### src/rtl/flopenr_pipe.sv
// rtl/flopenr_pipe.sv - DEPTH-stage enabled register chain with valid flags, flush and bubble compaction
// Output-side stall lets words keep moving into empty downstream stages until they pack at the output.
module flopenr_pipe #(
   parameter int               WIDTH     = 16,
   parameter int               DEPTH     = 3,
   parameter logic [WIDTH-1:0] RESET_VAL = '0
) (
   input  logic                         clk,
   input  logic                         reset,
   input  logic                         en,
   input  logic                         clr,
   input  logic                         in_valid,
   input  logic [WIDTH-1:0]             d,
   output logic                         in_ready,
   output logic [WIDTH-1:0]             q,
   output logic                         out_valid,
   output logic [$clog2(DEPTH+1)-1:0]   count
);

   localparam int CW = $clog2(DEPTH+1);

   logic [WIDTH-1:0] data_q [DEPTH];
   logic [WIDTH-1:0] data_d [DEPTH];
   logic [DEPTH-1:0] valid_q;
   logic [DEPTH-1:0] valid_d;
   logic [DEPTH-1:0] move;

   // A stage may load when everything downstream of it moves or it is itself empty.
   always_comb begin : move_chain
      logic m;
      m    = en;
      move = '0;
      for (int i = DEPTH - 1; i >= 0; i--) begin
         m       = m | ~valid_q[i];
         move[i] = m;
      end
   end

   always_comb begin
      valid_d = valid_q;
      data_d  = data_q;
      if (move[0]) begin
         valid_d[0] = in_valid;
         if (in_valid) data_d[0] = d;
      end
      for (int i = 1; i < DEPTH; i++) begin
         if (move[i]) begin
            valid_d[i] = valid_q[i-1];
            if (valid_q[i-1]) data_d[i] = data_q[i-1];
         end
      end
   end

   always_ff @(posedge clk or negedge reset) begin
      if (!reset) begin
         valid_q <= '0;
         for (int i = 0; i < DEPTH; i++) data_q[i] <= RESET_VAL;
      end else if (clr) begin
         valid_q <= '0;
         for (int i = 0; i < DEPTH; i++) data_q[i] <= RESET_VAL;
      end else begin
         valid_q <= valid_d;
         for (int i = 0; i < DEPTH; i++) data_q[i] <= data_d[i];
      end
   end

   always_comb begin
      count = '0;
      for (int i = 0; i < DEPTH; i++) count = count + CW'(valid_q[i]);
   end

   assign in_ready  = move[0];
   assign q         = data_q[DEPTH-1];
   assign out_valid = valid_q[DEPTH-1];

endmodule
### config.mk
export PLATFORM = sky130hd
export DESIGN_NAME = flopenr_pipe
export DESIGN_NICKNAME = d
export VERILOG_FILES = /design/src/rtl/flopenr_pipe.sv
export SDC_FILE = /design/constraint.sdc
export NUM_CORES = 1
export LEC_CHECK = 0
export BUFFER_PORTS_ARGS = -buffer_cell sky130_fd_sc_hd__buf_2
export CORE_ASPECT_RATIO = 0.5
export CORE_UTILIZATION = 57
export DETAILED_ROUTE_END_ITERATION = 8
export HOLD_SLACK_MARGIN = 0.12
export PLACE_DENSITY_LB_ADDON = 0.12
export SYNTH_ARGS = -nofsm -noshare
export SYNTH_HDL_FRONTEND = slang
export SYNTH_SLANG_ARGS = --single-unit
### constraint.sdc
create_clock -name clk -period 2.35 [get_ports clk]
set_clock_uncertainty 0.15 [all_clocks]
set_input_delay 0.1175 -clock clk [delete_from_list [all_inputs] [get_ports clk]]
set_output_delay 0.1175 -clock clk [all_outputs]
set_load 0.005 [all_outputs]
Yosys cells after proc, flatten, opt, wreduce, memory -nomap -nowiden
Cells that the tools add are included.
{"block": "totals", "register_bits": 51, "input_bits": 21}
{"block": "classes", "n_addsub": 2, "muxes": 11, "bitwise": 6, "reduce_logical": 9}
{"cell": "16-bit two-way mux", "n": 6}
{"cell": "48-bit two-way mux", "n": 1}
{"cell": "2-bit nonzero test", "n": 6}
{"cell": "2-bit AND reduction", "n": 3}
{"cell": "1-bit two-way mux", "n": 3}
{"cell": "3-bit two-way mux", "n": 1}
{"cell": "1-bit NOT", "n": 3}
{"cell": "1-bit bitwise OR", "n": 3}
{"cell": "1-bit by 1-bit adder with 2-bit output", "n": 1}
{"cell": "2-bit by 1-bit adder with 2-bit output", "n": 1}

Depth between registers and ports, before layout
Gate-level depths: netlist (run 1).
{"block": "depth", "word_depth": 6, "ltp_mapped": 4}

Least setup slack after synthesis (run 1)
No wires, ideal clock.
{"block": "synth_timing", "path_type": "reg2reg", "startpoint": "register valid_q[2]", "endpoint": "register data_q, in the netlist q[10]", "setup_ns": 0.065, "arrival_ns": 1.244, "t_required_ns": 2.135, "slack_ns": 0.890, "path_stages_with_launch": 5, "synth_period_minus_slack_ns": 1.460, "cell_sequence": "dfrtp_1 -> and2b_1 -> nor3b_4 -> buf_6 -> a22o_1"}
{"block": "synth_between", "elab_chain_cells": 4}
{"element": "from (decl)", "line_no": "24", "text": "logic [DEPTH-1:0] valid_q;"}
{"element": "from (signal assigned)", "line_no": "62", "text": "valid_q <= valid_d;"}
{"element": "1-bit NOT", "line_no": "34", "text": "m = m | ~valid_q[i];"}
{"element": "1-bit bitwise OR", "line_no": "34"}
{"element": "2-bit nonzero test (no source line)"}
{"element": "2-bit AND reduction (no source line)"}
{"element": "to (decl)", "line_no": "22", "text": "logic [WIDTH-1:0] data_q [DEPTH];"}
Every way passes these cells.
A chain may end at the register's enable or synchronous reset.

Worst setup path after layout (run 1)
{"block": "layout_timing", "startpoint": "register valid_q[2]", "endpoint": "register data_q, in the netlist q[0]"}
Same word-level chain as after synthesis.

==> metrics.log, run 1 <==
[metrics] FF+latch count, synth: between 50 and 60
[metrics] Placement Cell Area: 0.002146 sq mm
[metrics] top post-synthesis cells by area: sky130_fd_sc_hd__dfrtp_1 (65%), sky130_fd_sc_hd__a22o_1 (21%), sky130_fd_sc_hd__nor3b_4 (2.9%)
[metrics] worst voltage drop across the vdd grid: between 300 and 400 uV
[metrics] max-cap check violation count: 0
[metrics] leading area contributor after synthesis: sky130_fd_sc_hd__dfrtp_1
[metrics] number of filler cells placed in the layout: 199
[metrics] sum of negative setup slack: 0 ns
[metrics] number of antenna-violating nets in the routed design: 0
[metrics] Synth Cell Area: just under 0.002 sq mm
[metrics] shortest clock period the worst path allows after layout: between 1.5 and 2 ns
[metrics] die height: between 40 and 50 um
[metrics] Top-Level Pins: ~40
[metrics] final-report setup violation count: 0
[metrics] antenna violations before repair: 0
[metrics] count of input and output buffers: 40
[metrics] cell chosen for the clock root: sky130_fd_sc_hd__clkbuf_8
[metrics] failing checks: design-rule violations
[metrics] worst endpoint required time: 2.42 ns
[metrics] DP HPWL: 2.206 mm
[metrics] clock transition at the register clock pins on the worst setup and hold paths after CTS: about 0.09 ns
[metrics] power density over cell area: 631.6 mW/mm^2
[metrics] core outline area: 0.003136 sq mm
[metrics] count of mapped cells out of synthesis: between 100 and 150
[metrics] net count after synthesis: ~150
[metrics] max frequency: roughly 560 MHz
[metrics] Area Growth Syn to Fin: 25.22%
[metrics] depth of the most critical reg-to-reg path: 3
[metrics] clock tree from TritonCTS: done
[metrics] outcome: complete, but fails checks
[metrics] area enclosed by the die boundary: around 0.0037 sq mm
[metrics] worst-margin pin slew: 0.7619 ns
[metrics] drt first pass iters: 6
[metrics] worst setup timing slack at the placement stage: about 0.60 ns
[metrics] Inserted Diodes: 0
[metrics] std cell rows: 14
[metrics] Resized cells post-CTS: 0
[metrics] starting density of the core: between 60% and 70%
[metrics] wirelength, routed: between 3 and 4 mm
[metrics] Rel. slew slack: 49.21%
[metrics] startpoint type of the worst setup path: register
[metrics] per-cell routed wire length: about 16 um
[metrics] gr usage total: 22.79%
[metrics] RR Endpoint: q[0]$_DFFE_PN0P_
[metrics] Hold Path Class: primary input to asynchronous set/reset pin
[metrics] setup repair after global routing missed its margin: no
[metrics] total power: 0.001550 W
[metrics] cell leakage power: about 1.3 nW
[metrics] via count of the first global-routing pass: roughly 1300
[metrics] maximum number of pins on one net before global-route repair: 44
[metrics] DRC violations left: 2
[metrics] clock buffers created by TritonCTS: 5
[metrics] final hold violation count: 0
[metrics] layout cells sized above 1: about 30%
[metrics] crit share post-route: 75.46%
[metrics] Longest Clk Path Bufs: 2
[metrics] number of nets in the layout: about 210
[metrics] number of distinct standard cells referenced by the synthesized netlist: 17
[metrics] final design instance area without fill: approximately 0.0025 sq mm
[metrics] DRT iter0 DRCs: 36
[metrics] proportion of synthesized chip area in sequential cells: between 60% and 70%
[metrics] Worst Slack Setup Final: roughly 0.58 ns
[metrics] via total after detailed routing: 1269
[metrics] worst hold margin: about 0.28 ns
[metrics] overflow left after global routing: 0
[metrics] start of the worst register-to-register path: valid_q[2]$_DFFE_PN0P_
[metrics] crit path capture type: register
[metrics] final weighted congestion in routability-driven placement: between 0.8 and 0.9
[metrics] routed via count divided by cell count: between 5 and 6
[metrics] H-Tree Level Count: 2
[metrics] Reg2Reg Setup Slack: about 0.58 ns
[metrics] mean post-synth cell area: roughly 16 sq um
[metrics] CP Class: register to register
[metrics] Yosys warning count: 0
[metrics] final number of max-transition violations: 0
[metrics] fraction of post-synthesis cell area in the top cell type by area: between 60% and 70%
[metrics] width of the die: between 80 and 90 um
[metrics] maximum fanout encountered on the critical timing path: 16
[metrics] CTS sink cnt: a little over 50
[metrics] Arrival @ worst endpoint: around 1.9 ns
[metrics] wire length of the first global-routing pass: roughly 6.1 mm
[metrics] clock latency reported for the late side of the worst-skew pair: 0.29 ns
==> sequential cells by signal (all words and copies together), names as in the netlist <==
register	count
data_q	32
q	16
valid_q	3
==> worst max-delay path by stage <==
stage                                    to  depth (start not counted)  slack, ns                    from
after floorplan           q[10]$_DFFE_PN0P_                          4       0.89  valid_q[2]$_DFFE_PN0P_
after global placement     q[2]$_DFFE_PN0P_                          3       0.62  valid_q[2]$_DFFE_PN0P_
after detailed placement   q[4]$_DFFE_PN0P_                          3       0.60  valid_q[2]$_DFFE_PN0P_
after CTS                  q[2]$_DFFE_PN0P_                          3       0.59  valid_q[2]$_DFFE_PN0P_
after global routing      q[11]$_DFFE_PN0P_                          3       0.49  valid_q[2]$_DFFE_PN0P_
final                      q[0]$_DFFE_PN0P_                          3       0.58  valid_q[2]$_DFFE_PN0P_
==> critical path, stage by stage (launching register included) <==
cell and delay (ns):
sky130_fd_sc_hd__dfrtp_1 0.49, sky130_fd_sc_hd__and2b_1 0.25, sky130_fd_sc_hd__nor3b_4 0.59, sky130_fd_sc_hd__a22o_1 0.23
==> kinds of logic (layout without fill, tap and decap cells) <==
logic type	after synthesis	in the layout	share of synthesized area, %
flip-flops	51	51	65.13
adder cells (fa/ha/maj)	1	1	1.022
AO/OA/AOI/OAI	53	53	24.07
AND/OR/NAND/NOR	9	9	5.747
buffers and inverters	9	72	4.023
==> where the power goes <==
group / internal [W] / total [W] / leakage [nW] / switching (W)
combinational: 0.0000667 / 0.000135 / 0.532 / 0.0000683
sequential: 0.000902 / 0.000922 / 0.698 / 0.0000198
clock: 0.000231 / 0.000493 / 0.0470 / 0.000261
total: 0.00120 / 0.00155 / 1.28 / 0.000349
==> final cells by class <==
cell class	instances	area, sq um	area share (%)
Clock buffer	6	82.58	3.366
Tap cell	40	50.05	2.040
Multi-Input combinational cell	63	604.3	24.63
Sequential cell	51	1276	52.01
Inverter	2	7.507	0.3060
Clock inverter	1	5.005	0.2040
Timing Repair Buffer	63	427.9	17.44
==> routing by layer <==
metal	wire length [um]	vias to the layer above	global-route usage, %
met5	0	-	0
met3	176	2	5.905
met4	11	0	5.085
met2	1749	42	37.72
met1	1760	619	31.43
li1	-	606	-
==> stage by stage <==
stage | instances | utilization, %
after floorplan | 123 | -
after global placement | 197 | 68.44
after detailed placement | 197 | 68.44
after CTS | 226 | 78.25
after global routing | 226 | 78.25
final | 226 | 78.25
==> cells in the mapped netlist, drive strengths merged <==
library cell / n
nand2b: 1
clkbuf: 1
dfrtp: 51
and2b: 1
a22o: 48
nor3b: 3
nand4b: 1
fa: 1
nand3b: 1
inv: 2
buf: 6
nor2: 2
a21oi: 5
==> cells in the final DEF, fill, tap and decap left out <==
master / count
sky130_fd_sc_hd__fa_1: 1
sky130_fd_sc_hd__and2b_1: 1
sky130_fd_sc_hd__dfrtp_1: 51
sky130_fd_sc_hd__dlygate4sd3_1: 22
sky130_fd_sc_hd__clkinv_2: 1
sky130_fd_sc_hd__inv_1: 2
sky130_fd_sc_hd__nand2b_1: 1
sky130_fd_sc_hd__nor3b_4: 3
sky130_fd_sc_hd__buf_2: 40
sky130_fd_sc_hd__a21oi_2: 1
sky130_fd_sc_hd__buf_4: 1
sky130_fd_sc_hd__a22o_1: 48
sky130_fd_sc_hd__a21oi_4: 2
sky130_fd_sc_hd__a21oi_1: 2
sky130_fd_sc_hd__clkbuf_8: 6
sky130_fd_sc_hd__nand4b_4: 1
sky130_fd_sc_hd__nor2_1: 2
sky130_fd_sc_hd__nand3b_2: 1
==> timing repair <==
action,in CTS,in global routing
hold buffers,22,0
endpoints found under the hold margin,70,0
buffers inserted,0,0
Power figures use the tool's default switching activity.
==> inputs of run 2 (changes only) <==
--- a/config.mk
+++ b/config.mk
@@ -7,7 +7,7 @@
 export LEC_CHECK = 0
 export BUFFER_PORTS_ARGS = -buffer_cell sky130_fd_sc_hd__buf_2
 export CORE_ASPECT_RATIO = 0.5
-export CORE_UTILIZATION = 57
+export CORE_UTILIZATION = 48
 export DETAILED_ROUTE_END_ITERATION = 8
 export HOLD_SLACK_MARGIN = 0.12
 export PLACE_DENSITY_LB_ADDON = 0.12
==> constraint.sdc (replaced) <==
create_clock -name clk -period 1.45 [get_ports clk]
set_clock_uncertainty 0.15 [all_clocks]
set_input_delay 0.0725 -clock clk [delete_from_list [all_inputs] [get_ports clk]]
set_output_delay 0.0725 -clock clk [all_outputs]
set_load 0.005 [all_outputs]
==> run 2 against run 1 <==
Effect of this change:
- the flow finishes with violations (negative setup slack)
- sequential share of layout area decreased by 5.3 points
- final cell count increased by 14%
- critical path depth unchanged
- via count increased by 8.3%
- critical endpoint is now count[0]
- highest routed layer unchanged
==> metrics.log, run 2 (synthesis results as in run 1) <==
[metrics] outcome: complete, but fails checks (unchanged)
[metrics] failing checks: negative setup slack (was design-rule violations)
[metrics] per-cell routed wire length: 15.19 um (was 16.36 um)
[metrics] startpoint type of the worst setup path: register (unchanged)
[metrics] antenna violations before repair: 0 (unchanged)
[metrics] clock buffers created by TritonCTS: 5 (unchanged)
[metrics] count of input and output buffers: 40 (unchanged)
[metrics] Reg2Reg Setup Slack: -0.21 ns (was 0.58 ns)
[metrics] gr usage total: 18.90% (was 22.79%)
[metrics] shortest clock period the worst path allows after layout: about 1.7 ns
[metrics] final-report setup violation count: 51 (was 0)
[metrics] final weighted congestion in routability-driven placement: 0.7006 (was 0.8104)
[metrics] # placed instances: 220 (was 197)
[metrics] number of nets in the layout: 228 (was 208)
[metrics] worst-margin pin slew: 0.4417 ns (was 0.7619 ns)
[metrics] Clock power frac: 32.0% (was 31.8%)
[metrics] combinational power share: 10.9% (was 8.7%)
[metrics] maximum number of pins on one net before global-route repair: 37 (was 44)
[metrics] leading cell types in the layout, fill and taps excluded: sky130_fd_sc_hd__dfrtp_1 (49), sky130_fd_sc_hd__a22o_1 (48), sky130_fd_sc_hd__buf_2 (38) (was sky130_fd_sc_hd__dfrtp_1 (51), sky130_fd_sc_hd__a22o_1 (48), sky130_fd_sc_hd__buf_2 (40))
[metrics] DRC violations left: 0 (was 2)
[metrics] cell leakage power: 1.414 nW (was 1.277 nW)
[metrics] cell-internal power: 0.002011 W (was 0.001200 W)
[metrics] final design instance area without fill: 0.002735 sq mm (was 0.002454 sq mm)
[metrics] cell chosen for the clock root: sky130_fd_sc_hd__clkbuf_8 (unchanged)
[metrics] sequential cell fraction of total power: 57.0% (was 59.5%)
[metrics] Top reg by flops: data_q (unchanged)
[metrics] setup repair after global routing missed its margin: yes (was no)
[metrics] width of the die: 92.36 um (was 84.92 um)
[metrics] Longest Clk Path Bufs: 2 (unchanged)
[metrics] Arrival @ worst endpoint: 1.44 ns (was 1.85 ns)
[metrics] wirelength, routed: 3.919 mm (was 3.697 mm)
[metrics] clock latency reported for the late side of the worst-skew pair: 0.29 ns (about the same)
[metrics] Critical Path Source: valid_q[1]$_DFFE_PN0P_ (was valid_q[2]$_DFFE_PN0P_)
[metrics] start of the worst register-to-register path: valid_q[2]$_DFFE_PN0P_ (unchanged)
[metrics] DRT iter0 DRCs: 57 (was 36)
[metrics] wire length of the first global-routing pass: 5.934 mm (was 6.141 mm)
[metrics] worst voltage drop across the vdd grid: 531.1 uV (was 375.6 uV)
[metrics] worst setup timing slack at the placement stage: -0.2184 ns (was 0.6035 ns)
[metrics] number of antenna-violating nets in the routed design: 0 (unchanged)
[metrics] layout cells sized above 1: 38.65% (was 30.11%)
[metrics] crit path capture type: output port (was register)
[metrics] DP HPWL: 2.537 mm (was 2.206 mm)
[metrics] depth of the most critical reg-to-reg path: 6 (was 3)
[metrics] final number of max-transition violations: 0 (unchanged)
[metrics] core outline area: 0.003660 sq mm (was 0.003136 sq mm)
[metrics] std cell rows: 15 (was 14)
[metrics] start point of the worst min-delay path: en
[metrics] Final Instance Count excl. Fillers: 258 (was 226)
[metrics] Critical Path Slowest Stage Cell: sky130_fd_sc_hd__dfrtp_2 (was sky130_fd_sc_hd__nor3b_4)
[metrics] overflow left after global routing: 0 (unchanged)
[metrics] worst endpoint required time: 1.23 ns (was 2.42 ns)
[metrics] max-cap check violation count: 0 (unchanged)
[metrics] Net Sw Power: 0.0006013 W (was 0.0003494 W)
[metrics] RR Endpoint: q[13]$_DFFE_PN0P_ (was q[0]$_DFFE_PN0P_)
[metrics] via total after detailed routing: 1374 (was 1269)
[metrics] Placement Cell Area: 0.002301 sq mm (was 0.002146 sq mm)
[metrics] max frequency: approximately 600 MHz
[metrics] routed via count divided by cell count: 5.326 (was 5.615)
[metrics] power density over cell area: 955.0 mW/mm^2 (was 631.6 mW/mm^2)
[metrics] Rel. slew slack: 70.49% (was 49.21%)
[metrics] crit share post-route: 114.7%
[metrics] Inserted Diodes: 0 (unchanged)
[metrics] via count of the first global-routing pass: 1276 (was 1251)
[metrics] number of filler cells placed in the layout: 241 (was 199)
[metrics] switching power as a share of total power: 23.02% (was 22.55%)
[metrics] area enclosed by the die boundary: 0.004357 sq mm (was 0.003690 sq mm)
[metrics] max FFs per register: 32 (unchanged)
[metrics] starting density of the core: 53.54% (was 62.49%)
[metrics] drt first pass iters: 4 (was 6)
[metrics] Hold Path Class: primary input to register (was primary input to asynchronous set/reset pin)
[metrics] CTS sink cnt: 51 (unchanged)
[metrics] final hold violation count: 0 (unchanged)
[metrics] cells along the critical path: buf_6 -> fa_1 -> buf_2 (was and2b_1 -> nor3b_4 -> a22o_1)
[metrics] final standard cell utilization of the core: 74.74% (was 78.25%)
[metrics] clock tree from TritonCTS: done (unchanged)
[metrics] maximum fanout encountered on the critical timing path: 5 (was 16)
[metrics] clock transition at the register clock pins on the worst setup and hold paths after CTS: 0.08 ns (was 0.09 ns)
[metrics] CP Class: register to output port (was register to register)
[metrics] largest incremental delay on the critical path: 0.46 ns (was 0.59 ns)
[metrics] Top-Level Pins: 41 (unchanged)
[metrics] leading cell type in the layout, fill and taps excluded: sky130_fd_sc_hd__dfrtp_1 (unchanged)
[metrics] Area Growth Syn to Fin: 39.59% (was 25.22%)
[metrics] H-Tree Level Count: 2 (unchanged)
[metrics] endpoint of the most critical setup path: count[0] (was q[0]$_DFFE_PN0P_)
[metrics] Worst Slack Setup Final: -0.2131 ns (was 0.5767 ns)
[metrics] die height: 47.18 um (was 43.46 um)
==> run 2: power groups by stage <==
stage | Sequential (W) | Combinational, W | Clock [W]
finish | 0.00149 | 0.000285 | 0.000837
global route | 0.00150 | 0.000309 | 0.000931
CTS | 0.00149 | 0.000281 | 0.000856
detailed placement | 0.00152 | 0.000212 | 0
global placement | 0.00152 | 0.000207 | 0
floorplan | 0.00151 | 0.000108 | 0
==> run 2: worst min-delay path by stage <==
stage	to	slack, ns	cells past startpoint
finish	valid_q[2]$_DFFE_PN0P_	0.17	4
detailed placement	q[14]$_DFFE_PN0P_	-0.15	1
floorplan	data_q[16]$_DFFE_PN0P_	-0.37	0
CTS	valid_q[2]$_DFFE_PN0P_	0.12	4
global placement	q[13]$_DFFE_PN0P_	-0.15	1
global route	valid_q[2]$_DFFE_PN0P_	0.17	4
==> run 2: final cells by class <==
class	instances	area (sq um)	share of cell area [%]
Timing Repair Buffer	83	676.9	24.75
Clock inverter	2	13.76	0.5032
Tap cell	51	63.81	2.333
Sequential cell	51	1279	46.75
Clock buffer	6	82.58	3.019
Multi-Input combinational cell	63	611.8	22.37
Inverter	2	7.507	0.2745
==> run 2: metrics by stage <==
step                      setup TNS [ns]  hold WS [ns]  total power, W
after global placement            -7.104       -0.1509        0.001725
after CTS                         -5.051        0.1236        0.002628
after floorplan                        0       -0.3731        0.001622
final                             -7.068        0.1698        0.002612
after global routing              -9.089        0.1705        0.002735
after detailed placement          -8.381       -0.1467        0.001732
==> run 2: critical path: cells and delay by family (launching register included) <==
family	cells	cell delay, ns
fa+ha+maj	1	0.46
buf+inv	2	0.23
flops	1	0.46
==> run 2: timing repair <==
item,4_1_cts,5_1_grt
buffers inserted,9,4
endpoints found under the setup margin,50,87
gates resized for setup,9,3
hold endpoints to repair,70,0
pin swaps,19,0
hold buffers,21,0
==> run 2: layer usage <==
| metal | routed length, um | share of wire (%) | track usage, % |
|---|---|---|---|
| met1 | 1883 | 48 | 24.97 |
| met2 | 1835 | 47 | 30.52 |
| met3 | 172 | 4.4 | 5.987 |
| met4 | 27 | 0.69 | 6.875 |
| met5 | 0 | 0 | 0 |
==> inputs of run 3 (changes only) <==
--- a/config.mk
+++ b/config.mk
@@ -7,10 +7,11 @@
 export LEC_CHECK = 0
 export BUFFER_PORTS_ARGS = -buffer_cell sky130_fd_sc_hd__buf_2
 export CORE_ASPECT_RATIO = 0.5
-export CORE_UTILIZATION = 48
+export CORE_UTILIZATION = 53
 export DETAILED_ROUTE_END_ITERATION = 8
 export HOLD_SLACK_MARGIN = 0.12
 export PLACE_DENSITY_LB_ADDON = 0.12
+export SETUP_SLACK_MARGIN = 0.2
 export SYNTH_ARGS = -nofsm -noshare
 export SYNTH_HDL_FRONTEND = slang
 export SYNTH_SLANG_ARGS = --single-unit
==> constraint.sdc (replaced) <==
create_clock -name clk -period 1.7 [get_ports clk]
set_clock_uncertainty 0.15 [all_clocks]
set_input_delay 0.085 -clock clk [delete_from_list [all_inputs] [get_ports clk]]
set_output_delay 0.085 -clock clk [all_outputs]
set_load 0.005 [all_outputs]
==> run 3 against run 2 <==
Effect of this change:
- setup slack improved by 0.33 ns
- clock power decreased by 12%
- the run now ends clean
- worst hold slack got worse by 0.031 ns
- sequential share of layout area increased by 0.74 points
- largest cell class unchanged
- combinational power decreased by 13%
- critical path depth decreased by 1
- final cell count decreased by 3.5%
- first-iteration DRC count decreased by 18%
- total power decreased by 14%
- core utilization increased by 2.5 points
- sequential cell count unchanged
- critical path type unchanged
- routed wire length increased by 4.5%
==> metrics.log, run 3 (synthesis results as in run 1) <==
[metrics] outcome: finished, final reports clean (was complete, but fails checks)
[metrics] Hold Path Class: primary input to asynchronous set/reset pin (was primary input to register)
[metrics] worst endpoint required time: 1.46 ns (was 1.23 ns)
[metrics] Rel. slew slack: 66.48% (was 70.49%)
[metrics] number of nets in the layout: 219 (was 228)
[metrics] layout cells sized above 1: 36.36% (was 38.65%)
[metrics] crit share post-route: between 90 and 100%
[metrics] final number of max-transition violations: 0 (unchanged)
[metrics] via total after detailed routing: 1336 (was 1374)
[metrics] final design instance area without fill: 0.002695 sq mm (was 0.002735 sq mm)
[metrics] die height: 45.00 um (was 47.18 um)
[metrics] CP Class: register to output port (unchanged)
[metrics] wirelength, routed: 4.095 mm (was 3.919 mm)
[metrics] max FFs per register: 32 (unchanged)
[metrics] startpoint type of the worst setup path: register (unchanged)
[metrics] overflow left after global routing: 0 (unchanged)
[metrics] H-Tree Level Count: 2 (unchanged)
[metrics] number of antenna-violating nets in the routed design: 0 (unchanged)
[metrics] setup repair after global routing missed its margin: yes (unchanged)
[metrics] crit path capture type: output port (unchanged)
[metrics] antenna violations before repair: 0 (unchanged)
[metrics] per-cell routed wire length: 16.45 um (was 15.19 um)
[metrics] maximum number of pins on one net before global-route repair: 31 (was 37)
[metrics] leading cell types in the layout, fill and taps excluded: sky130_fd_sc_hd__a22o_1 (48), sky130_fd_sc_hd__dfrtp_1 (48), sky130_fd_sc_hd__buf_2 (40) (was sky130_fd_sc_hd__dfrtp_1 (49), sky130_fd_sc_hd__a22o_1 (48), sky130_fd_sc_hd__buf_2 (38))
[metrics] Top-Level Pins: 41 (unchanged)
[metrics] Placement Cell Area: 0.002192 sq mm (was 0.002301 sq mm)
[metrics] final-report setup violation count: 0 (was 51)
[metrics] routed via count divided by cell count: 5.365 (was 5.326)
[metrics] count of input and output buffers: 40 (unchanged)
[metrics] power density over cell area: 837.6 mW/mm^2 (was 955.0 mW/mm^2)
[metrics] DRC violations left: 0 (unchanged)
[metrics] cell chosen for the clock root: sky130_fd_sc_hd__clkbuf_8 (unchanged)
[metrics] core outline area: 0.003491 sq mm (was 0.003660 sq mm)
[metrics] DRT iter0 DRCs: 47 (was 57)
[metrics] std cell rows: 15 (unchanged)
[metrics] CTS sink cnt: 51 (unchanged)
[metrics] drt first pass iters: 4 (unchanged)
[metrics] max frequency: between 600 and 700 MHz
[metrics] clock buffers created by TritonCTS: 5 (unchanged)
[metrics] Longest Clk Path Bufs: 2 (unchanged)
[metrics] cell leakage power: 1.401 nW (was 1.414 nW)
[metrics] width of the die: 87.99 um (was 92.36 um)
[metrics] DP HPWL: 2.337 mm (was 2.537 mm)
[metrics] via count of the first global-routing pass: 1244 (was 1276)
[metrics] Inserted Diodes: 0 (unchanged)
[metrics] clock transition at the register clock pins on the worst setup and hold paths after CTS: 0.09 ns (was 0.08 ns)
[metrics] Top reg by flops: data_q (unchanged)
[metrics] maximum fanout encountered on the critical timing path: 2 (was 5)
[metrics] wire length of the first global-routing pass: 6.320 mm (was 5.934 mm)
[metrics] sum of negative setup slack: 0 ns (was -7.068 ns)
[metrics] clock latency reported for the late side of the worst-skew pair: 0.29 ns (about the same)
[metrics] shortest clock period the worst path allows after layout: 1.583 ns
[metrics] Arrival @ worst endpoint: 1.35 ns (was 1.44 ns)
[metrics] worst voltage drop across the vdd grid: 598.0 uV (was 531.1 uV)
[metrics] Final Instance Count excl. Fillers: 249 (was 258)
[metrics] final hold violation count: 0 (unchanged)
[metrics] worst-margin pin slew: 0.5029 ns (was 0.4417 ns)
[metrics] area enclosed by the die boundary: 0.003959 sq mm (was 0.004357 sq mm)
[metrics] total power: 0.002257 W (was 0.002612 W)
[metrics] final weighted congestion in routability-driven placement: 0.6794 (was 0.7006)
[metrics] # placed instances: 209 (was 220)
[metrics] starting density of the core: 56.13% (was 53.54%)
[metrics] max-cap check violation count: 0 (unchanged)
[metrics] Area Growth Syn to Fin: 37.55% (was 39.59%)
[metrics] gr usage total: 22.57% (was 18.90%)
[metrics] clock tree from TritonCTS: done (unchanged)
==> run 3: cell types whose count changed in the layout (fill, tap and decap cells not counted), sizes merged <==
cell and change:
clkbuf +1, dlygate4sd3 -2, inv -1, buf -7
clkinv -1, dlymetal6s4s +1
==> run 3: layout make-up <==
type	count	area, sq um
Clock buffer	8	100.1
Inverter	2	7.507
Sequential cell	51	1280
Multi-Input combinational cell	63	620.6
Tap cell	51	63.81
Timing Repair Buffer	74	623.1
Fill cell	204	795.8
==> run 3: report_power, final <==
group          internal [W]  switching (W)
logic              0.000134       0.000114
clock network      0.000372       0.000365
registers           0.00125      0.0000248
==> run 3: final timing paths <==
check | endpoint | cells after the start | from | slack [ns]
max | count[0] | 2 | valid_q[0]$_DFFE_PN0P_ | 0.12
min | data_q[24]$_DFFE_PN0P_ | 2 | reset | 0.14
max reg2reg | data_q[47]$_DFFE_PN0P_ | 5 | valid_q[0]$_DFFE_PN0P_ | 0.19
min reg2reg | q[13]$_DFFE_PN0P_ | 1 | q[13]$_DFFE_PN0P_ | 0.35
max in group asynchronous | valid_q[2]$_DFFE_PN0P_ | 3 | reset | 0.72
min in group clk | valid_q[2]$_DFFE_PN0P_ | 4 | en | 0.15
==> run 3: per-stage QoR <==
stage / hold WS (ns) / worst slack [ns] / util (%)
after floorplan: -0.3606 / 0.2403 / -
after global placement: -0.07756 / 0.01313 / 62.80
after detailed placement: -0.06859 / -0.04646 / 62.80
after CTS: 0.1202 / 0.08264 / 75.23
after global routing: 0.1570 / 0.06216 / 77.20
final: 0.1389 / 0.1172 / 77.20
==> run 3: layer usage <==
layer / track usage [%] / up-vias / part of all wire [%]
li1: - / 629 / -
met1: 30.99 / 677 / 46
met2: 37.52 / 30 / 51
met3: 6.581 / 0 / 2.9
met4: 2.951 / 0 / 0
met5: 0 / - / 0
==> run 3: what timing repair did <==
item | 4_1_cts | 5_1_grt
pin swaps | 2 | 5
setup buffers | 8 | 4
resized for setup | 4 | 6
hold buffers | 20 | 0
setup endpoints to repair | 50 | 50
hold endpoints to repair | 70 | 0
==> run 3: worst max-delay path, cell delays in order, from the launching register on <==
cell                      delay [ns]
sky130_fd_sc_hd__dfrtp_2        0.43
sky130_fd_sc_hd__fa_1           0.52
sky130_fd_sc_hd__buf_2          0.10
